## config.mk

```make
export PLATFORM = sky130hd
export DESIGN_NAME = serial_subtractor
export DESIGN_NICKNAME = d
export VERILOG_FILES = /design/src/rtl/alu_pkg.sv /design/src/rtl/full_subtractor_1bit.sv /design/src/rtl/serial_subtractor.sv
export SDC_FILE = /design/constraint.sdc
export NUM_CORES = 1
export LEC_CHECK = 0
export CORE_ASPECT_RATIO = 0.5
export CORE_UTILIZATION = 35
export CTS_CLUSTER_SIZE = 12
export DETAILED_ROUTE_END_ITERATION = 10
export GPL_TIMING_DRIVEN = 0
export MAX_ROUTING_LAYER = met4
export PLACE_DENSITY = 0.65
export SETUP_SLACK_MARGIN = 0.5
export SKIP_LAST_GASP = 1
export SLEW_MARGIN = 20
export SYNTH_ARGS = -nofsm -noshare
export SYNTH_HDL_FRONTEND = slang
export SYNTH_HIERARCHICAL = 1
export SYNTH_SLANG_ARGS = --single-unit
```

## constraint.sdc

```tcl
create_clock -name clk -period 5.3 [get_ports clk]
set_input_delay 0.53 -clock clk [delete_from_list [all_inputs] [get_ports clk]]
set_output_delay 0.53 -clock clk [all_outputs]
set_load 0.05 [all_outputs]
```

## src/rtl/alu_pkg.sv

```systemverilog
// Shared definitions for the ALU blocks: FSM state encoding and default datapath sizes.
package alu_pkg;

    typedef enum logic [1:0] {
        IDLE = 2'd0,
        BUSY = 2'd1,
        DONE = 2'd2
    } sub_state_t;

    localparam int unsigned DEF_WIDTH   = 32;
    localparam int unsigned DEF_SLICE_W = 8;

endpackage

```

## src/rtl/full_subtractor_1bit.sv

```systemverilog
// One-bit full subtractor: Diff = A - B - Bin, Bout set when the bit underflows.
module full_subtractor_1bit (
    input  logic A,
    input  logic B,
    input  logic Bin,
    output logic Diff,
    output logic Bout
);

    assign Diff = A ^ B ^ Bin;
    assign Bout = (~A & B) | (~(A ^ B) & Bin);

endmodule

```

## src/rtl/serial_subtractor.sv

```systemverilog
// Multi-cycle subtractor computing A - B - Bin one SLICE_W-bit slice per cycle, LSB first.
// Define SUB_STATUS_FLAGS_EN to add the Zero and Negative result flags.
module serial_subtractor
    import alu_pkg::*;
#(
    parameter int unsigned WIDTH   = DEF_WIDTH,
    parameter int unsigned SLICE_W = DEF_SLICE_W
) (
    input  logic             clk,
    input  logic             rst,
    input  logic             in_valid,
    output logic             in_ready,
    input  logic [WIDTH-1:0] A,
    input  logic [WIDTH-1:0] B,
    input  logic             Bin,
    output logic             out_valid,
    input  logic             out_ready,
    output logic [WIDTH-1:0] Diff,
    output logic             Bout,
`ifdef SUB_STATUS_FLAGS_EN
    output logic             Zero,
    output logic             Negative,
`endif
    output logic             Overflow
);

    localparam int unsigned NSLICE = WIDTH / SLICE_W;
    localparam int unsigned CNT_W  = (NSLICE > 1) ? $clog2(NSLICE) : 1;
    localparam logic [CNT_W-1:0] LAST_SLICE = CNT_W'(NSLICE - 1);

    if ((WIDTH % SLICE_W) != 0) begin : g_bad_cfg
        $error("serial_subtractor: WIDTH must be a multiple of SLICE_W");
    end

    sub_state_t       state_q, state_d;
    logic [CNT_W-1:0] cnt_q, cnt_d;
    logic             borrow_q, borrow_d;
    logic [WIDTH-1:0] a_q, a_d;
    logic [WIDTH-1:0] b_q, b_d;
    logic [WIDTH-1:0] diff_q, diff_d;
    logic             bout_q, bout_d;
    logic             ovf_q, ovf_d;
`ifdef SUB_STATUS_FLAGS_EN
    logic             zero_q, zero_d;
    logic             neg_q, neg_d;
`endif

    logic [SLICE_W-1:0] slice_a, slice_b, slice_diff;
    logic [SLICE_W:0]   bchain;
    int unsigned        base;

    always_comb begin
        base    = 32'(cnt_q) * SLICE_W;
        slice_a = a_q[base +: SLICE_W];
        slice_b = b_q[base +: SLICE_W];
    end

    // Ripple-borrow slice; the registered borrow carries between cycles.
    assign bchain[0] = borrow_q;
    for (genvar i = 0; i < SLICE_W; i++) begin : g_fs
        full_subtractor_1bit u_fs (
            .A    (slice_a[i]),
            .B    (slice_b[i]),
            .Bin  (bchain[i]),
            .Diff (slice_diff[i]),
            .Bout (bchain[i+1])
        );
    end

    always_comb begin
        state_d  = state_q;
        cnt_d    = cnt_q;
        borrow_d = borrow_q;
        a_d      = a_q;
        b_d      = b_q;
        diff_d   = diff_q;
        bout_d   = bout_q;
        ovf_d    = ovf_q;
`ifdef SUB_STATUS_FLAGS_EN
        zero_d   = zero_q;
        neg_d    = neg_q;
`endif
        unique case (state_q)
            IDLE: begin
                if (in_valid) begin
                    a_d      = A;
                    b_d      = B;
                    borrow_d = Bin;
                    cnt_d    = '0;
                    state_d  = BUSY;
                end
            end
            BUSY: begin
                diff_d[base +: SLICE_W] = slice_diff;
                borrow_d                = bchain[SLICE_W];
                if (cnt_q == LAST_SLICE) begin
                    cnt_d   = '0;
                    state_d = DONE;
                    bout_d  = bchain[SLICE_W];
                    ovf_d   = (a_q[WIDTH-1] ^ b_q[WIDTH-1]) & (diff_d[WIDTH-1] ^ a_q[WIDTH-1]);
`ifdef SUB_STATUS_FLAGS_EN
                    zero_d  = (diff_d == '0);
                    neg_d   = diff_d[WIDTH-1];
`endif
                end else begin
                    cnt_d = cnt_q + 1'b1;
                end
            end
            DONE: begin
                if (out_ready) begin
                    state_d = IDLE;
                end
            end
            default: state_d = IDLE;
        endcase
    end

    always_ff @(posedge clk) begin
        if (rst) begin
            state_q  <= IDLE;
            cnt_q    <= '0;
            borrow_q <= 1'b0;
            a_q      <= '0;
            b_q      <= '0;
            diff_q   <= '0;
            bout_q   <= 1'b0;
            ovf_q    <= 1'b0;
`ifdef SUB_STATUS_FLAGS_EN
            zero_q   <= 1'b0;
            neg_q    <= 1'b0;
`endif
        end else begin
            state_q  <= state_d;
            cnt_q    <= cnt_d;
            borrow_q <= borrow_d;
            a_q      <= a_d;
            b_q      <= b_d;
            diff_q   <= diff_d;
            bout_q   <= bout_d;
            ovf_q    <= ovf_d;
`ifdef SUB_STATUS_FLAGS_EN
            zero_q   <= zero_d;
            neg_q    <= neg_d;
`endif
        end
    end

    assign in_ready  = (state_q == IDLE);
    assign out_valid = (state_q == DONE);
    assign Diff      = diff_q;
    assign Bout      = bout_q;
    assign Overflow  = ovf_q;
`ifdef SUB_STATUS_FLAGS_EN
    assign Zero      = zero_q;
    assign Negative  = neg_q;
`endif

endmodule

```

==> key figures, run 1 <==
Clock tree
  • TritonCTS clock tree: built
  • Max H-tree Level: 3
  • CTS Buf Count: 9
  • Clk_lat worst skew: 0.34 ns
  • Deepest clock path buffer count: 2
  • Cts hold-fix bufs: 0
  • Clock Pin Slew Worst Setup and Hold Paths: 0.07 ns
  • Root buf cell: clkbuf_16
  • CTS Sinks: 103

Logic synthesis
  • Syn Inst Count: just under 500
  • Combinational family with the most area after synthesis: simple AND/OR/NAND/NOR gates
  • Synth top area share: 46.4%
  • Largest area contributor in the netlist: dfxtp_1
  • Sequential fraction of the synthesis area: a little under half
  • Post-Synth Simple-Gate Area: between 10% and 20%
  • Post-Synth XOR/XNOR Area: 0%
  • Syn avg cell area: 9.04 sq um
  • Flops & latches, synth: 103
  • Synth top area cells: dfxtp_1 (46%), nand2_1 (11%), mux4_2 (8.1%)
  • Mapped cell area: approximately 0.0044 sq mm
  • Compound-gate portion of the synthesized area: about 14%
  • Syn nets: 575
  • Ys flop type: dfxtp_1
  • Post-synth EDFFs: 0
  • Synth Area in Adders: 5.29%
  • Mux contribution to synthesized area: about 8.6%
  • Top-count cell post-synth: nand2_1
  • Synth warn: 6
  • Synth top cells by count: nand2_1 (133), dfxtp_1 (103), a21oi_1 (71)
  • Post-synthesis cell type count: 31
  • FFs w/ async S/R, synth: 0%

Finish
  • Area grow syn2layout: 38.1%
  • Multi-input gate area: between 0.002 and 0.0025 sq mm
  • FF/Latch Area: between 0.002 and 0.0025 sq mm
  • Non-Filler Instances: 781
  • # diodes: 0
  • Layout cell share with drive strength beyond 1: 15.6%
  • Final net count: 696
  • Final Util: 50.8%
  • Fillers: approximately 1.1k

Critical path
  • Critical path class: flop to flop
  • Critical Path AT: 5.50 ns
  • Worst EP required: 5.54 ns
  • Startpoint Class: flop
  • Crit path top cell by count: inv_2
  • CP max FO: 2
  • Slowest library cell on the worst path: fa_2
  • R2r setup slk: 0.04 ns
  • CP max stage delay: 0.54 ns
  • CP Capture Type: flop

STA
  • Minimum clock period: roughly 5.3 ns
  • Final worst-path cycle share: ~99%
  • Final Max Tran Viols: 0
  • Worst-margin pin slew: 0.724 ns
  • Smallest hold slack: 0.454 ns
  • RSZ-0062 raised after global routing: true
  • Slew headroom: 51.7%
  • Setup violators final: 0
  • Hold violation count in the final report: 0
  • Clock skew: roughly 0.009 ns
  • Setup TNS: 0 ns
  • Peak Freq: approximately 190 MHz

GRT
  • Global-route wire length before repair: roughly 19 mm
  • Global-route track usage on met3: under 10%
  • Initial antenna violation count: 0
  • Total GRT Usage: 20.0%
  • Vias in the first global route: 3,781
  • Grt ovf: 0
  • Met2 Track Usage GR: 32.3%
  • Largest net degree at the start of global routing: 17
  • Global route hottest layer: met2
  • Met1 Usage GRT: 25.4%

Route
  • Via count: just under 4k
  • DRT iter0 DRCs: 239
  • Final WL: between 10 and 15 mm
  • Antenna Nets Post-Route: 0
  • DR pass1 iterations: 5
  • Remaining DRCs: 0
  • Routed wire per std cell: 15.7 um
  • Via density: 4.94

Placement
  • Dpl hpwl: 9.12 mm
  • Placed Cells: 760
  • Gp weighted congestion: ~0.81
  • Port Buf Inserts: about 100

Flow run
  • Max Cap Viol: 0

Floorplanning
  • Core region area: 0.0121 sq mm
  • Top-Level Pins: 105
  • Die ar.: 0.0132 sq mm
  • Initial Utilization: 36.8%
  • Site Rows: 28
  • Die W: between 150 and 200 um
  • Die height: 81.7 um

Pwr
  • Max IR drop VDD: 0.000156 V
  • Power Total: 1.94 mW
  • P per Cell Area: 316 mW/mm^2
  • Pleak: 2.30 nW

Min path
  • Worst min path class: flop to flop

Outcome
  • Status: complete, no violations
## layer usage
metal,routed length [um],up-vias
met3,800,18
li1,-,1878
met1,5680,1838
met2,5590,123
met5,0,-
met4,179,0
## worst max-delay path: cells and delay by family, from the launching register on
kind / cells / cell delay [ns]
mux: 3 / 0.75
simple gates: 1 / 0.23
fa+ha+maj: 8 / 2.82
compound gates: 1 / 0.17
flops: 1 / 0.36
buf+inv: 16 / 0.82
## worst paths after layout
check                               from  endpoint  cells past startpoint
worst max register to register  cnt_q[0]  Overflow                     29
worst min register to register   b_q[18]   b_q[18]                      2
worst max-delay path            cnt_q[0]  Overflow                     29
worst min-delay path             b_q[18]   b_q[18]                      2
## registers in the layout (all words and copies together) (netlist names)
| signal | count |
|---|---|
| borrow_q | 1 |
| state_q | 2 |
| Bout | 1 |
| cnt_q | 2 |
| Diff | 32 |
| Overflow | 1 |
| b_q | 32 |
| a_q | 32 |
## cell type report
type                    count  area share, %
multi-input cells         332           35.1
flip-flops and latches    103           33.7
repair buffers            110           17.7
clock buffers               9           3.67
plain buffers              31           3.59
well taps                 165           3.36
inverters                  26           1.59
clock inverters             5           1.34
## metrics by stage
stage / area [sq um] / setup slack (ns)
after floorplan: 4480 / 0.0455
after global placement: 5710 / -0.346
after detailed placement: 5710 / -0.430
after CTS: 6110 / 0.0560
after global routing: 6140 / -0.127
final: 6140 / 0.0429
## power breakdown
group / internal, mW / switching [mW]
sequential: 0.812 / 0.0222
clock: 0.411 / 0.289
combinational: 0.183 / 0.222
total: 1.41 / 0.534
## cell usage in the layout, fill, tap and decap left out, types with 7 or more instances in the layout
cell type          n
dfxtp_1          101
nand2_1          133
buf_4              8
clkdlybuf4s50_1  103
clkbuf_1          13
inv_1             11
inv_2             15
mux4_2            16
nor2_1            36
a22oi_1           29
buf_6              7
a21oi_1           69
clkbuf_16          9
fa_2               8
## kinds of logic after synthesis
logic type,count (synthesis)
simple gates,196
compound gates,104
flops,103
buf+inv,57
mux,18
fa+ha+maj,14
## what timing repair did
item / CTS / global route
pin swaps: 5 / 2
endpoints found under the setup margin: 10 / 7
resized for setup: 21 / 11
setup buffers: 6 / 1
Note: power is estimated with default switching activity, not from simulation.
==> run 2, diff against run 1 <==
CORE_UTILIZATION = 25   (was 35)
PLACE_DENSITY = 0.5   (was 0.65)
==> run 2 against run 1 <==
The run now ends with negative setup slack left. Worst setup slack got worse by 0.045 ns. Sequential power hardly changed. Sequential share of layout area down 0.78 points. Clock skew decreased by 0.0016 ns. Via count decreased by 1.4%. Global-route usage down 4.2 points. Critical path depth unchanged. Utilization down 15 points. Sequential cell count unchanged. Non-clock buffer count is 2 higher. Clock power up 12%. Cell count increased by 9.1%. Critical endpoint unchanged. Highest routed layer unchanged.
==> key figures, run 2 (synthesis results as in run 1) <==
Outcome
  • Status: complete, but fails checks
  • Failing checks: negative setup slack

Critical path
  • CP max FO: 2 (unchanged)
  • Reg2reg start: cnt_q[0]
  • Worst EP required: 5.55 ns (about the same)
  • Start point of the critical path: cnt_q[0]
  • Startpoint Class: flop
  • Crit path top cell by count: inv_2
  • Critical path class: flop to flop
  • CP Capture Type: flop
  • Crit Reg-Reg Endpoint: Overflow
  • CP max stage delay: 0.55 ns (about the same)
  • Critical Path AT: 5.55 ns (+0.05 ns)
  • Worst setup endpoint: Overflow
  • R2r setup slk: -0.002 ns (-0.04 ns)
  • Slowest library cell on the worst path: fa_2
  • Reg2Reg Depth: 29 (unchanged)

STA
  • Smallest hold slack: 0.455 ns (+0.000802 ns)
  • Minimum clock period: 5.30 ns (+0.0447 ns)
  • RSZ-0062 raised after global routing: true
  • Hold violation count in the final report: 0 (unchanged)
  • Peak Freq: 189 MHz (-0.84%)
  • Final worst setup slack: -0.00172 ns (-0.0447 ns)
  • Setup TNS: -0.00172 ns (-0.00172 ns)
  • Worst-margin pin slew: 0.637 ns (-0.0873 ns)
  • Slew headroom: 57.5% (+5.8 points)
  • Final worst-path cycle share: 100% (+0.84 points)
  • Final Max Tran Viols: 0 (unchanged)
  • Clock skew: 0.00722 ns (-0.00159 ns)
  • Setup violators final: 1 (+1)

Pwr
  • Sequential share of power: 40.8% (-2.2 points)
  • P per Cell Area: 325 mW/mm^2 (+2.9%)
  • Internal Power: 1.50 mW (+6.4%)
  • Clock power share: 38.3% (+2.2 points)
  • Comb power frac: 20.9% (about the same)
  • Pleak: 2.33 nW (+1.4%)
  • Sw Share: 26.7% (-0.80 points)
  • Max IR drop VDD: 0.000170 V (+8.7%)
  • NetSw: 0.546 mW (+2.2%)

GRT
  • Total GRT Usage: 15.7% (-4.2 points)
  • Initial antenna violation count: 0 (unchanged)
  • Largest net degree at the start of global routing: 17 (unchanged)
  • Grt ovf: 0 (unchanged)
  • Global-route wire length before repair: 20.7 mm (+7.1%)
  • Vias in the first global route: 3,661 (-3.2%)

Clock tree
  • CTS Buf Count: 9 (unchanged)
  • Deepest clock path buffer count: 2 (unchanged)
  • Root buf cell: clkbuf_16
  • CTS Sinks: 103 (unchanged)
  • Clock Pin Slew Worst Setup and Hold Paths: 0.07 ns (about the same)
  • Clk_lat worst skew: 0.35 ns (about the same)
  • Cts hold-fix bufs: 0 (unchanged)
  • TritonCTS clock tree: built
  • Max H-tree Level: 3 (unchanged)

Finish
  • Commonest non-fill, non-tap cell in the layout: nand2_1
  • # diodes: 0 (unchanged)
  • Fillers: 1,802 (+60%)
  • Final net count: 698 (+0.29%)
  • Area grow syn2layout: 41.3%
  • Multi-input gate area: 0.00215 sq mm (about the same)
  • Most frequent cells in the layout: nand2_1 (132), clkdlybuf4s50_1 (103), dfxtp_1 (102)
  • FF/Latch Area: 0.00207 sq mm (about the same)
  • Non-Filler Instances: 852 (+9.1%)
  • Layout cell share with drive strength beyond 1: 15.7% (+0.11 points)
  • Design area: 0.00628 sq mm (+2.3%)

Flow run
  • Max Cap Viol: 0 (unchanged)

Placement
  • Port Buf Inserts: 103 (unchanged)
  • Placed Cells: 829 (+9.1%)
  • Gp weighted congestion: 0.785 (-3.5%)
  • Dpl hpwl: 9.98 mm (+9.4%)
  • Area post-placement: 0.00580 sq mm (+1.5%)

Floorplanning
  • Site Rows: 34 (+21%)
  • Top-Level Pins: 105 (unchanged)
  • Die W: 191 um (+18%)
  • Die ar.: 0.0184 sq mm (+39%)
  • Core region area: 0.0174 sq mm (+44%)
  • Initial Utilization: 25.6% (-11 points)
  • Die height: 96.3 um (+18%)

Route
  • Remaining DRCs: 0 (unchanged)
  • Via density: 4.46 (-9.6%)
  • Via count: 3,804 (-1.4%)
  • Antenna Nets Post-Route: 0 (unchanged)
  • DRT iter0 DRCs: 134 (-44%)
  • Final WL: 13.5 mm (+10%)
  • DR pass1 iterations: 4 (-1)
  • Routed wire per std cell: 15.8 um (+0.95%)

Min path
  • Worst min path class: flop to flop
  • HP Start: b_q[25]
[run 2: per-stage QoR]
stage / setup slack, ns / total power [mW] / utilization [%]
2_1_floorplan: 0.0455 / 1.06 / -
6_report: -0.00172 / 2.04 / 36.1
3_3_place_gp: -0.476 / 1.23 / 33.3
3_5_place_dp: -0.518 / 1.23 / 33.3
4_1_cts: -0.0235 / 2.04 / 35.9
5_1_grt: -0.212 / 2.13 / 36.1
[run 2: area by class of cell]
cell class                 instances  area share [%]
clock inverter                     4            1.61
buffer                            31            3.44
sequential                       103            32.9
tap                              234            4.66
timing repair buffer             112            17.6
multi-input combinational        332            34.3
clock buffer                      10            3.98
inverter                          26            1.55
[run 2: critical path, delay by kind of cell (launching register included)]
family / cells / cell delay (ns)
AOI/OAI and AO/OA: 1 / 0.16
adders and majority gates: 8 / 2.86
buffers and inverters: 16 / 0.85
DFF: 1 / 0.36
muxes: 3 / 0.75
and+or+nand+nor: 1 / 0.24
[run 2: power by group through the flow]
stage               registers (mW)  logic (mW)  clock network [mW]
CTS                          0.833       0.407               0.795
floorplan                    0.862       0.200                   0
finish                       0.834       0.427               0.781
global route                 0.838       0.466               0.821
detailed placement           0.852       0.377                   0
global placement             0.851       0.374                   0
[run 2: worst min path at each step]
stage / to / slack [ns] / cells after the start
floorplan: a_q[16] / 0.43 / 2
global placement: a_q[0] / 0.44 / 2
detailed placement: a_q[19] / 0.45 / 2
CTS: a_q[19] / 0.45 / 2
global route: a_q[4] / 0.48 / 2
finish: b_q[25] / 0.46 / 2
[run 2: repair_timing]
action / 4_1_cts / 5_1_grt
gates cloned: 0 / 0
setup endpoints to repair: 11 / 7
endpoints found under the hold margin: 0 / 0
resized for setup: 17 / 14
setup buffers: 7 / 2
pin swaps: 5 / 5
[run 2: metal layers]
metal  up-vias  share of wire (%)  track usage, %
li1       1892                  -               -
met1      1824                 49            21.1
met2        76                 44            24.2
met3        12                5.5            3.61
met4         0               0.82            3.00
met5         -                  0               -
==> run 3, diff against run 2 <==
CTS_CLUSTER_SIZE = 24   (was 12)
PLACE_DENSITY = unset   (was 0.5)
==> run 3 against run 2 <==
The run now ends clean. Design area down 0.52%. Combinational power fell by 5.2%. Clock power decreased by 9.1%. Non-clock buffer count shrank 1. Global-route usage is 0.92 points lower. Utilization fell by 0.19 points. Clock-buffer cell count unchanged. Clock skew up 0.0034 ns. First-iteration DRC count is 23% higher. Critical endpoint unchanged. Maximum frequency rose by 1.3%. Cell count increased by 0.12%. Worst hold slack worse by 0.0034 ns.
==> key figures, run 3 (synthesis results as in run 1) <==
Outcome
  • Status: complete, no violations

Critical path
  • Startpoint Class: flop
  • Critical path class: flop to flop
  • Critical Path AT: 5.47 ns (-0.08 ns)
  • Worst EP required: 5.54 ns (about the same)
  • CP Capture Type: flop
  • Crit path top cell by count: inv_2
  • CP max stage delay: 0.53 ns (-0.02 ns)
  • CP max FO: 2 (unchanged)
  • Slowest library cell on the worst path: fa_2
  • Start point of the critical path: cnt_q[0]
  • Reg2reg start: cnt_q[0]

Route
  • Via density: 4.47 (+0.12%)
  • DRT iter0 DRCs: 165 (+23%)
  • DR pass1 iterations: 5 (+1)
  • Antenna Nets Post-Route: 0 (unchanged)
  • Routed wire per std cell: 15.2 um (-4.1%)
  • Remaining DRCs: 0 (unchanged)
  • Final WL: 12.9 mm (-4.0%)
  • Via count: 3,813 (+0.24%)

STA
  • Final worst-path cycle share: 98.7% (-1.3 points)
  • Setup violators final: 0 (-1)
  • Final Max Tran Viols: 0 (unchanged)
  • Clock skew: 0.0107 ns (+0.00343 ns)
  • Worst-margin pin slew: 0.615 ns (-0.0219 ns)
  • Setup TNS: 0 ns (+0.00172 ns)
  • Peak Freq: 191 MHz (+1.3%)
  • RSZ-0062 raised after global routing: true
  • Minimum clock period: 5.23 ns (-0.0688 ns)
  • Slew headroom: 59.0% (+1.5 points)
  • Hold violation count in the final report: 0 (unchanged)

Clock tree
  • TritonCTS clock tree: built
  • CTS Sinks: 103 (unchanged)
  • CTS Buf Count: 9 (unchanged)
  • Clock Pin Slew Worst Setup and Hold Paths: 0.07 ns (about the same)
  • Max H-tree Level: 3 (unchanged)
  • Clk_lat worst skew: 0.35 ns (about the same)
  • Cts hold-fix bufs: 0 (unchanged)
  • Deepest clock path buffer count: 2 (unchanged)
  • Root buf cell: clkbuf_16

GRT
  • Total GRT Usage: 14.8% (-0.92 points)
  • Global route hottest layer: met2
  • Met1 Usage GRT: 18.1% (-3.0 points)
  • Initial antenna violation count: 0 (unchanged)
  • Grt ovf: 0 (unchanged)
  • Global-route wire length before repair: 19.7 mm (-4.7%)
  • Largest net degree at the start of global routing: 19 (+2)
  • Global-route track usage on met3: 3.72% (+0.11 points)
  • Vias in the first global route: 3,756 (+2.6%)
  • Met2 Track Usage GR: 24.5% (+0.30 points)

Placement
  • Dpl hpwl: 9.80 mm (-1.9%)
  • Gp weighted congestion: 0.808 (+2.9%)
  • Placed Cells: 829 (unchanged)
  • Port Buf Inserts: 103 (unchanged)

Finish
  • Most frequent cells in the layout: nand2_1 (133), clkdlybuf4s50_1 (103), dfxtp_1 (101)
  • Area grow syn2layout: 40.5%
  • # diodes: 0 (unchanged)
  • Non-Filler Instances: 853 (+0.12%)
  • Final net count: 697 (-0.14%)
  • Layout cell share with drive strength beyond 1: 15.8% (+0.14 points)
  • Commonest non-fill, non-tap cell in the layout: nand2_1

Pwr
  • Max IR drop VDD: 0.000157 V (-7.6%)
  • P per Cell Area: 312 mW/mm^2 (-4.0%)
  • Pleak: 2.32 nW (-0.54%)
  • Power Total: 1.95 mW (-4.5%)

Floorplanning
  • Die W: 191 um (unchanged)
  • Site Rows: 34 (unchanged)
  • Core region area: 0.0174 sq mm (unchanged)
  • Top-Level Pins: 105 (unchanged)
  • Initial Utilization: 25.6% (unchanged)
  • Die height: 96.3 um (unchanged)
  • Die ar.: 0.0184 sq mm (unchanged)

Min path
  • HP Start: b_q[17]
  • Worst min path class: flop to flop

Flow run
  • Max Cap Viol: 0 (unchanged)
## run 3: cell types whose count changed in the layout (fill, tap and decap cells not counted), sizes merged
cell / previous run / this run
inv: 27 / 29
bufinv: 3 / 1
clkinv: 0 / 2
buf: 27 / 26
## run 3: power breakdown
part           internal, mW  switching [mW]
Combinational         0.184           0.221
Clock                 0.402           0.308
Sequential            0.811          0.0230
Total                  1.40           0.552
## run 3: through the flow
step	worst slack, ns	instance area, sq um	util (%)	hold WS [ns]
2_1_floorplan	0.0455	4480	-	0.433
3_3_place_gp	-0.401	5800	33.3	0.441
3_5_place_dp	-0.431	5800	33.3	0.447
4_1_cts	0.0556	6210	35.7	0.457
5_1_grt	-0.103	6250	35.9	0.476
6_report	0.0670	6250	35.9	0.452
## run 3: worst max-delay path, delay by kind of cell, from the launching register on
| kind | cells | cell delay [ns] |
|---|---|---|
| adders and majority gates | 8 | 2.82 |
| buffers and inverters | 16 | 0.82 |
| muxes | 3 | 0.74 |
| DFF | 1 | 0.36 |
| and+or+nand+nor | 1 | 0.22 |
| AOI/OAI and AO/OA | 1 | 0.17 |
## run 3: final cells by class
cell class              count  area [sq um]
inverters                  26          97.6
clock inverters             6          71.3
well taps                 234           293
plain buffers              31           224
fillers                  1768         11100
flip-flops and latches    103          2070
clock buffers              10           250
multi-input cells         332          2150
repair buffers            111          1090
## run 3: metal layers
layer  up-vias  wire (um)  part of all wire [%]
li1       1888          -                     -
met3        14        827                   6.4
met5         -          0                     0
met1      1826       5590                    43
met4         0        138                   1.1
met2        85       6400                    49
## run 3: repair_timing
action,4_1_cts,5_1_grt
pin swaps,4,4
endpoints found under the setup margin,11,7
setup buffers,6,2
gates resized for setup,19,14
## run 3: worst paths after layout
kind / cells after the start / slack, ns / end
setup / recovery: 29 / 0.07 / Overflow
setup reg to reg: 29 / 0.07 / Overflow
hold reg to reg: 2 / 0.45 / b_q[17]
hold / removal: 2 / 0.45 / b_q[17]
